**src/rtl/jtdd_snd_out.sv**
```systemverilog
// Output conditioning for the Double Dragon mono sound stream:
// DC-blocking high-pass, selectable gain with saturation, and a
// fixed-rate zero-order-hold output strobe. Single clock domain (clk).
module jtdd_snd_out #(
    parameter int unsigned DIV = 1000,  // clk cycles per output sample
    parameter int unsigned SH  = 10     // DC-blocker time-constant shift
) (
    input  logic               clk,
    input  logic               rst,
    input  logic signed [15:0] snd,
    input  logic               sample,
    input  logic        [1:0]  dip_fxlevel,
    input  logic               enable,
    output logic signed [15:0] snd_out,
    output logic               snd_stb
);

    localparam int unsigned AW   = 16 + SH;
    localparam logic [15:0] LAST = 16'(DIV - 1);

    // Pipeline state
    logic signed [15:0]   x;
    logic                 v1;
    logic signed [AW-1:0] acc;
    logic signed [15:0]   hp;
    logic                 v2;
    logic signed [15:0]   held;

    // Output pacer
    logic [15:0] cnt;

    // Combinational datapath
    logic signed [16:0] avg;
    logic signed [16:0] y;
    logic signed [17:0] hp18;
    logic signed [17:0] g;

    function automatic logic signed [15:0] sat16(input logic signed [17:0] v);
        if (v > 18'sd32767)
            return 16'sh7fff;
        else if (v < 18'sh38000)
            return 16'sh8000;
        else
            return v[15:0];
    endfunction

    // High-pass difference against the running mean, and gain selection
    always_comb begin
        avg  = 17'(acc >>> SH);
        y    = {x[15], x} - avg;
        hp18 = 18'(hp);
        case (dip_fxlevel)
            2'd0:    g = hp18 >>> 1;
            2'd1:    g = hp18;
            2'd2:    g = hp18 + (hp18 >>> 1);
            2'd3:    g = hp18 <<< 1;
            default: g = hp18;
        endcase
    end

    // Three-stage sample pipeline: capture, DC removal, gain/mute
    always_ff @(posedge clk) begin
        if (rst) begin
            x    <= '0;
            v1   <= 1'b0;
            acc  <= '0;
            hp   <= '0;
            v2   <= 1'b0;
            held <= '0;
        end else begin
            v1 <= sample;
            if (sample)
                x <= snd;
            v2 <= v1;
            if (v1) begin
                acc <= acc + AW'(y);
                hp  <= sat16(18'(y));
            end
            if (v2)
                held <= enable ? sat16(g) : '0;
        end
    end

    // Fixed-rate output strobe; snd_out samples held on the wrap cycle
    always_ff @(posedge clk) begin
        if (rst) begin
            cnt     <= '0;
            snd_stb <= 1'b0;
            snd_out <= '0;
        end else if (cnt == LAST) begin
            cnt     <= '0;
            snd_stb <= 1'b1;
            snd_out <= held;
        end else begin
            cnt     <= cnt + 16'd1;
            snd_stb <= 1'b0;
        end
    end

endmodule

```
**config.mk**
```make
export PLATFORM = sky130hd
export DESIGN_NAME = jtdd_snd_out
export DESIGN_NICKNAME = d
export VERILOG_FILES = /design/src/rtl/jtdd_snd_out.sv
export SDC_FILE = /design/constraint.sdc
export NUM_CORES = 1
export LEC_CHECK = 0
export ABC_AREA = 1
export ABC_CLOCK_PERIOD_IN_PS = 3300
export CAP_MARGIN = 5
export CORE_MARGIN = 5
export CORE_UTILIZATION = 40
export DETAILED_ROUTE_END_ITERATION = 8
export GPL_ROUTABILITY_DRIVEN = 0
export GPL_TIMING_DRIVEN = 0
export PLACE_DENSITY = 0.54
export SETUP_SLACK_MARGIN = 0.05
export SYNTH_ARGS = -nofsm -noshare
export SYNTH_HDL_FRONTEND = slang
export SYNTH_SLANG_ARGS = --single-unit
export TNS_END_PERCENT = 30
```
**constraint.sdc**
```tcl
create_clock -name clk -period 3.3 [get_ports clk]
set_input_delay 0.66 -clock clk [delete_from_list [all_inputs] [get_ports clk]]
set_output_delay 0.66 -clock clk [all_outputs]
set_load 0.005 [all_outputs]
```
==> impl_metrics.env, run 1 <==
export IMPL_status="finished, final reports clean"
export IMPL_die_h_um=152
export IMPL_final_hold_viol_count=0
export IMPL_regArea_um2=2210
export IMPL_peakVddDrop_v=0.000489
export IMPL_yosysUniqueCellTypes=46
export IMPL_setup_tns_ns=0
export IMPL_synth_seq_cells=109
export IMPL_fin_worst_skew_ns=0.0132
export IMPL_ios=39
export IMPL_grt_max_degree=24
export IMPL_critPathKind="reg2reg"
export IMPL_cts_tree="built"
export IMPL_cp_max_fo=4
export IMPL_fin_area_um2=10200
export IMPL_cts_sink_count=109
export IMPL_crit_arrival_ns=3.57
export IMPL_pwr_density_cell_nw_per_um2=593
export IMPL_first_pass_iters=5
export IMPL_worst_r2r_startpoint="x[0]$_SDFFE_PP0P_"
export IMPL_min_period_ns=3.25
export IMPL_antenna_found_initial=0
export IMPL_cts_max_path_buffers=2
export IMPL_hold_end="cnt[0]$_SDFF_PP0_"
export IMPL_worstMarginPinSlew_ns=0.711
export IMPL_mappedNetlistArea_um2=8070
export IMPL_total_power_mw=6.08
export IMPL_grt_pass1_vias=7672
export IMPL_syn_area_per_cell_um2=6.30
export IMPL_initial_utilization_pct=40.3
export IMPL_slew_viol_final=0
export IMPL_fp_dieW_um=152
export IMPL_area_growth_pct=27.0
export IMPL_final_nets=1456
export IMPL_drive_gt1_share_pct=18.1
export IMPL_wl_per_cell_um=14.6
export IMPL_syn_inst=1280
export IMPL_drtAntennaViolNets=0
export IMPL_hold_path_depth=1
export IMPL_place_area_um2=8780
export IMPL_crit_required_ns=3.62
export IMPL_critPathLaunchType="flop"
export IMPL_leakage_nw=4.74
export IMPL_die_area_um2=23100
export IMPL_vias=8210
export IMPL_grt_pass1_wl_um=38000
export IMPL_grt_usage_pct=19.8
export IMPL_root_buffer="clkbuf_16"
export IMPL_hold_path_startpoint="cnt[0]$_SDFF_PP0_"
export IMPL_insertedDiodeCount=0
export IMPL_relSlewSlack_pct=52.6
export IMPL_maxCapViolCount=0
export IMPL_clk_latency_ns=0.37
export IMPL_hpwlAfterDp_um=18400
export IMPL_port_buffers=37
export IMPL_fmax_ghz=0.308
export IMPL_cts_made_buffers=9
export IMPL_synthesis_nets=1362
export IMPL_r2r_slack_ns=0.05
export IMPL_r2r_end="acc[21]$_SDFFE_PP0P_"
export IMPL_ys_warn_count=0
export IMPL_finalSetupViolCount=0
export IMPL_fill_cells=2112
export IMPL_fin_crit_sh_pct=98.4
export IMPL_multiInputGateArea_um2=5770
export IMPL_overflow=0
export IMPL_grt_setup_unrepaired="true"
export IMPL_reg2reg_depth=23
export IMPL_rows=52
export IMPL_wirelength_um=24000
export IMPL_ys_seq_area_share_pct=27.0
export IMPL_viasPerCell=4.98
export IMPL_hold_path_class="reg2reg"
export IMPL_drtIter0Drc=381
export IMPL_core_um2=20000
export IMPL_cts_htree_levels=3
export IMPL_drc_errors=0
export IMPL_cp_end_kind="flop"
export IMPL_clkTransAtPathRegs_ns=0.09
-- synth_stat cells (all sizes together) --
library cell	instances	share of area (%)
nand2	342	17
inv	188	8.7
nor2	159	7.6
o21ai	116	7.2
dfxtp	109	27
a21oi	95	6.5
nand3	66	4.2
ha	57	8.8
clkbuf	26	1.2
nand4	23	1.8
xor2	20	2.2
nor3	10	0.68
buf	7	0.64
o21bai	7	0.65
or2	7	0.54
a21o	5	0.47
and2	5	0.39
nand3b	5	0.47
a22o	4	0.43
o211ai	4	0.37
a31oi	3	0.23
fa	3	0.74
nor4	3	0.23
xnor2	3	0.33
a21boi	2	0.19
a31o	2	0.22
nor3b	2	0.19
o22ai	2	0.16
a211oi	1	0.093
a221oi	1	0.11
and3	1	0.078
clkinv	1	0.046
o221ai	1	0.11
-- worst max-delay path: stages, from the launching register on --
cell and delay (ns):
dfxtp_2 0.32, inv_2 0.08, ha_4 0.14, inv_2 0.04, fa_2 0.36, nand3_2 0.09, nand2_4 0.07, nand2_4 0.09
nand2_4 0.07, nand2_4 0.09, nand3_4 0.06, nand2_4 0.09, clkinvlp_4 0.15, buf_12 0.18, ha_4 0.32, nand2_4 0.07
nor2_4 0.12, inv_2 0.06, nor3_4 0.22, nand3_2 0.14, a31o_4 0.26, nand3_1 0.06, nand2_1 0.06, inv_1 0.05
-- worst max-delay path by stage --
stage	start	end	depth (start not counted)
after floorplan	acc[10]$_SDFFE_PP0P_	acc[25]$_SDFFE_PP0P_	22
after global placement	acc[13]$_SDFFE_PP0P_	acc[12]$_SDFFE_PP0P_	18
after detailed placement	acc[13]$_SDFFE_PP0P_	acc[12]$_SDFFE_PP0P_	18
after CTS	acc[15]$_SDFFE_PP0P_	acc[15]$_SDFFE_PP0P_	21
after global routing	x[0]$_SDFFE_PP0P_	acc[24]$_SDFFE_PP0P_	24
final	x[0]$_SDFFE_PP0P_	acc[21]$_SDFFE_PP0P_	23
-- cells by family (layout without fill, tap and decap cells) --
group,count (synthesis),in the layout,share of synthesized area [%]
and+or+nand+nor,623,623,33.5
DFF,109,109,27.0
buffers and inverters,222,321,10.6
AOI/OAI and AO/OA,243,243,16.8
xor gates and xnor gates,23,23,2.50
adders and majority gates,60,60,9.58
-- where the power goes --
| group | leakage (nW) | switching [mW] | internal, mW |
|---|---|---|---|
| Clock | 0.155 | 0.602 | 0.556 |
| Combinational | 3.69 | 2.03 | 1.37 |
| Sequential | 0.896 | 0.107 | 1.41 |
| Total | 4.74 | 2.74 | 3.34 |
-- layer usage --
| metal | wire (µm) | share of wire, % | global-route usage [%] | vias up |
|---|---|---|---|---|
| met1 | 10800 | 45 | 24.9 | 3682 |
| li1 | - | - | - | 4326 |
| met5 | 0 | 0 | 0 | - |
| met2 | 11500 | 48 | 34.1 | 154 |
| met4 | 854 | 3.6 | 7.79 | 0 |
| met3 | 869 | 3.6 | 3.07 | 48 |
-- what timing repair did --
item | 4_1_cts | 5_1_grt
hold buffers | 0 | 0
endpoints found under the setup margin | 16 | 17
buffers inserted | 21 | 25
pin swaps | 10 | 43
gates resized for setup | 54 | 125
-- cell usage in the layout (no fill, tap or decap), types with 6 or more instances in the layout --
master,count
nor2_1,143
or2_2,7
nand3_1,58
clkbuf_1,26
a21oi_1,67
ha_4,25
buf_4,41
nand2_1,295
nor3_1,6
nand4_1,23
nand2_2,27
clkdlybuf4s50_1,37
nand2_4,20
nor2_2,13
inv_1,175
ha_1,27
inv_2,12
o21ai_0,103
nand3_2,7
o21ai_1,9
clkbuf_16,9
dfxtp_1,97
dfxtp_2,8
xor2_1,14
o21bai_1,7
a21oi_2,25
-- flip-flops by register name, summed over array words and instances, names as in the netlist --
| register | count |
|---|---|
| snd_stb | 1 |
| cnt | 16 |
| acc | 26 |
| v1 | 1 |
| hp | 16 |
| held | 16 |
| x | 16 |
| v2 | 1 |
| snd_out | 16 |
-- per-stage QoR --
step / hold WS (ns) / std cells / utilization, % / setup WS, ns
2_1_floorplan: 0.418 / 1280 / - / 0.299
3_3_place_gp: 0.428 / 1587 / 43.8 / -0.462
3_5_place_dp: 0.443 / 1587 / 43.8 / -0.477
4_1_cts: 0.463 / 1624 / 47.7 / 0.0352
5_1_grt: 0.482 / 1649 / 51.1 / -0.161
6_report: 0.455 / 1649 / 51.1 / 0.0523
-- area by class of cell --
cell class | count | share of cell area (%)
inverter | 189 | 6.96
clock inverter | 7 | 0.891
timing repair buffer | 83 | 7.37
buffer | 33 | 1.45
clock buffer | 9 | 2.20
multi-input combinational | 949 | 56.3
tap | 270 | 3.30
sequential | 109 | 21.5
Note: power is estimated with default switching activity, not from simulation.
==> run 2, diff against run 1 <==
--- a/config.mk
+++ b/config.mk
@@ -15,4 +15,5 @@
 export GPL_TIMING_DRIVEN = 0
 export PLACE_DENSITY = 0.54
+export RECOVER_POWER = 100
 export SETUP_SLACK_MARGIN = 0.05
 export SYNTH_ARGS = -nofsm -noshare
==> constraint.sdc (replaced) <==
create_clock -name clk -period 3.3 [get_ports clk]
set_input_delay 0.99 -clock clk [delete_from_list [all_inputs] [get_ports clk]]
set_output_delay 0.99 -clock clk [all_outputs]
set_load 0.005 [all_outputs]
==> run 2 against run 1 <==
- die area stayed put
- largest cell class unchanged
- cell count stayed put
- sequential share of layout area hardly changed
- maximum frequency is 0.21% lower
- flip-flop and latch count stayed put
- count of clock-buffer cells in the layout stayed put
- power hardly changed
- critical path depth stayed put
==> impl_metrics.env, run 2 (synthesis gave the netlist of run 1 again) <==
export IMPL_peakVddDrop_v=0.000490
export IMPL_worst_r2r_startpoint="x[0]$_SDFFE_PP0P_"
export IMPL_port_buffers=37
export IMPL_worst_path_max_delay_cell="fa_2"
export IMPL_area_growth_pct=26.9
export IMPL_root_buffer="clkbuf_16"
export IMPL_slew_viol_final=0
export IMPL_crit_arrival_ns=3.57
export IMPL_pwr_density_cell_nw_per_um2=593
export IMPL_critPathLaunchType="flop"
export IMPL_hold_path_startpoint="cnt[0]$_SDFF_PP0_"
export IMPL_leakage_nw=4.80
export IMPL_cts_sink_count=109
export IMPL_cp_end_kind="flop"
export IMPL_clk_latency_ns=0.37
export IMPL_cts_made_buffers=9
export IMPL_maxCapViolCount=0
export IMPL_vias=8208
export IMPL_crit_required_ns=3.62
export IMPL_timing_hold_ws_ns=0.455
export IMPL_fin_worst_skew_ns=0.0136
export IMPL_grt_usage_pct=19.8
export IMPL_cts_tree="built"
export IMPL_initial_utilization_pct=40.3
export IMPL_min_period_ns=3.25
export IMPL_drtAntennaViolNets=0
export IMPL_largest_register="acc"
export IMPL_viasPerCell=4.98
export IMPL_total_power_mw=6.08
export IMPL_grt_max_degree=24
export IMPL_die_h_um=152
export IMPL_holdBufCountCts=0
export IMPL_crit_start="x[0]$_SDFFE_PP0P_"
export IMPL_drive_gt1_share_pct=17.9
export IMPL_hold_path_class="reg2reg"
export IMPL_layout_cells_most_common_list="nand2_1, inv_1, nor2_1, o21ai_0, dfxtp_1"
export IMPL_final_hold_viol_count=0
export IMPL_cp_cell_sequence="inv_2 > ha_4 > inv_2 > fa_2 > nand3_2 > nand2_4 > nand2_4 > nand2_4 > nand2_4 > nand3_4 > nand2_4 > clkinvlp_4 > buf_12 > ha_4 > nand2_4 > nor2_4 > inv_2 > nor3_4 > nand3_2 > a31o_4 > nand3_1 > nand2_1 > inv_1"
export IMPL_clkTransAtPathRegs_ns=0.09
export IMPL_cp_max_fo=4
export IMPL_finalSetupViolCount=0
export IMPL_cts_max_path_buffers=2
export IMPL_fp_dieW_um=152
export IMPL_grt_pass1_wl_um=38000
export IMPL_fmax_ghz=0.307
export IMPL_drc_errors=0
export IMPL_status="finished, final reports clean"
export IMPL_grt_pass1_vias=7672
export IMPL_fin_area_um2=10200
export IMPL_overflow=0
export IMPL_antenna_found_initial=0
export IMPL_relSlewSlack_pct=54.0
export IMPL_core_um2=20000
export IMPL_final_nets=1456
export IMPL_critPathKind="reg2reg"
export IMPL_cts_htree_levels=3
export IMPL_cp_slowest_stage_delay_ns=0.36
export IMPL_insertedDiodeCount=0
export IMPL_wl_per_cell_um=14.6
export IMPL_wirelength_um=24000
export IMPL_drtIter0Drc=374
export IMPL_first_pass_iters=5
export IMPL_grt_setup_unrepaired="true"
export IMPL_final_common_cell="nand2_1"
export IMPL_ios=39
export IMPL_dp_cells=1587
export IMPL_place_area_um2=8780
export IMPL_hpwlAfterDp_um=18400
export IMPL_fill_cells=2116
export IMPL_die_area_um2=23100
export IMPL_fin_crit_sh_pct=98.6
export IMPL_stdcell_count=1649
export IMPL_rows=52
export IMPL_largest_reg_flops=26
export IMPL_worstMarginPinSlew_ns=0.690
export IMPL_critPathMostFrequentCell="nand2_4"
-- run 2: cell count changes in the layout (fill, tap and decap cells not counted), sizes merged --
| cell | before | now |
|---|---|---|
| clkdlybuf4s50 | 37 | 18 |
| dlygate4sd3 | 0 | 19 |
| buf | 53 | 51 |
| clkbuf | 35 | 37 |
-- run 2: metrics by stage --
stage / worst slack (ns) / utilization (%) / setup TNS [ns]
CTS: 0.0352 / 47.7 / 0
finish: 0.0453 / 51.1 / 0
floorplan: 0.299 / - / 0
global placement: -0.462 / 43.8 / -4.00
global route: -0.161 / 51.1 / -0.933
detailed placement: -0.477 / 43.8 / -3.84
-- run 2: cell type report --
cell class	count	area [µm²]	area share (%)
Buffer	33	148	1.44
Tap cell	270	338	3.30
Clock buffer	9	225	2.20
Multi-Input combinational cell	949	5760	56.3
Clock inverter	7	91.3	0.892
Timing Repair Buffer	83	756	7.38
Sequential cell	109	2210	21.6
Inverter	189	713	6.96
-- run 2: worst max-delay path, delay by kind of cell (launching register included) --
family | cells | cell delay [ns]
flops | 1 | 0.32
fa+ha+maj | 3 | 0.82
buf+inv | 6 | 0.57
simple gates | 13 | 1.23
compound gates | 1 | 0.26
-- run 2: worst paths after layout --
path | end | slack [ns] | cells after the start
worst max register to register | acc[21]$_SDFFE_PP0P_ | 0.05 | 23
worst min register to register | cnt[0]$_SDFF_PP0_ | 0.46 | 1
worst max-delay path | acc[21]$_SDFFE_PP0P_ | 0.05 | 23
worst min-delay path | cnt[0]$_SDFF_PP0_ | 0.46 | 1
-- run 2: routing by layer --
layer / vias to the layer above / GRT usage [%] / part of all wire (%)
met2: 159 / 34.1 / 48
li1: 4320 / - / -
met3: 47 / 3.07 / 3.4
met5: - / 0 / 0
met1: 3682 / 24.9 / 45
met4: 0 / 7.79 / 3.5
-- run 2: timing repair --
| item | 4_1_cts | 5_1_grt |
|---|---|---|
| pin swaps | 10 | 43 |
| setup buffers | 21 | 25 |
| gates resized for setup | 54 | 125 |
| endpoints found under the setup margin | 16 | 17 |
-- run 2: power breakdown --
part	switching, mW	internal (mW)
clock	0.603	0.556
sequential	0.107	1.41
combinational	2.03	1.37
total	2.74	3.33
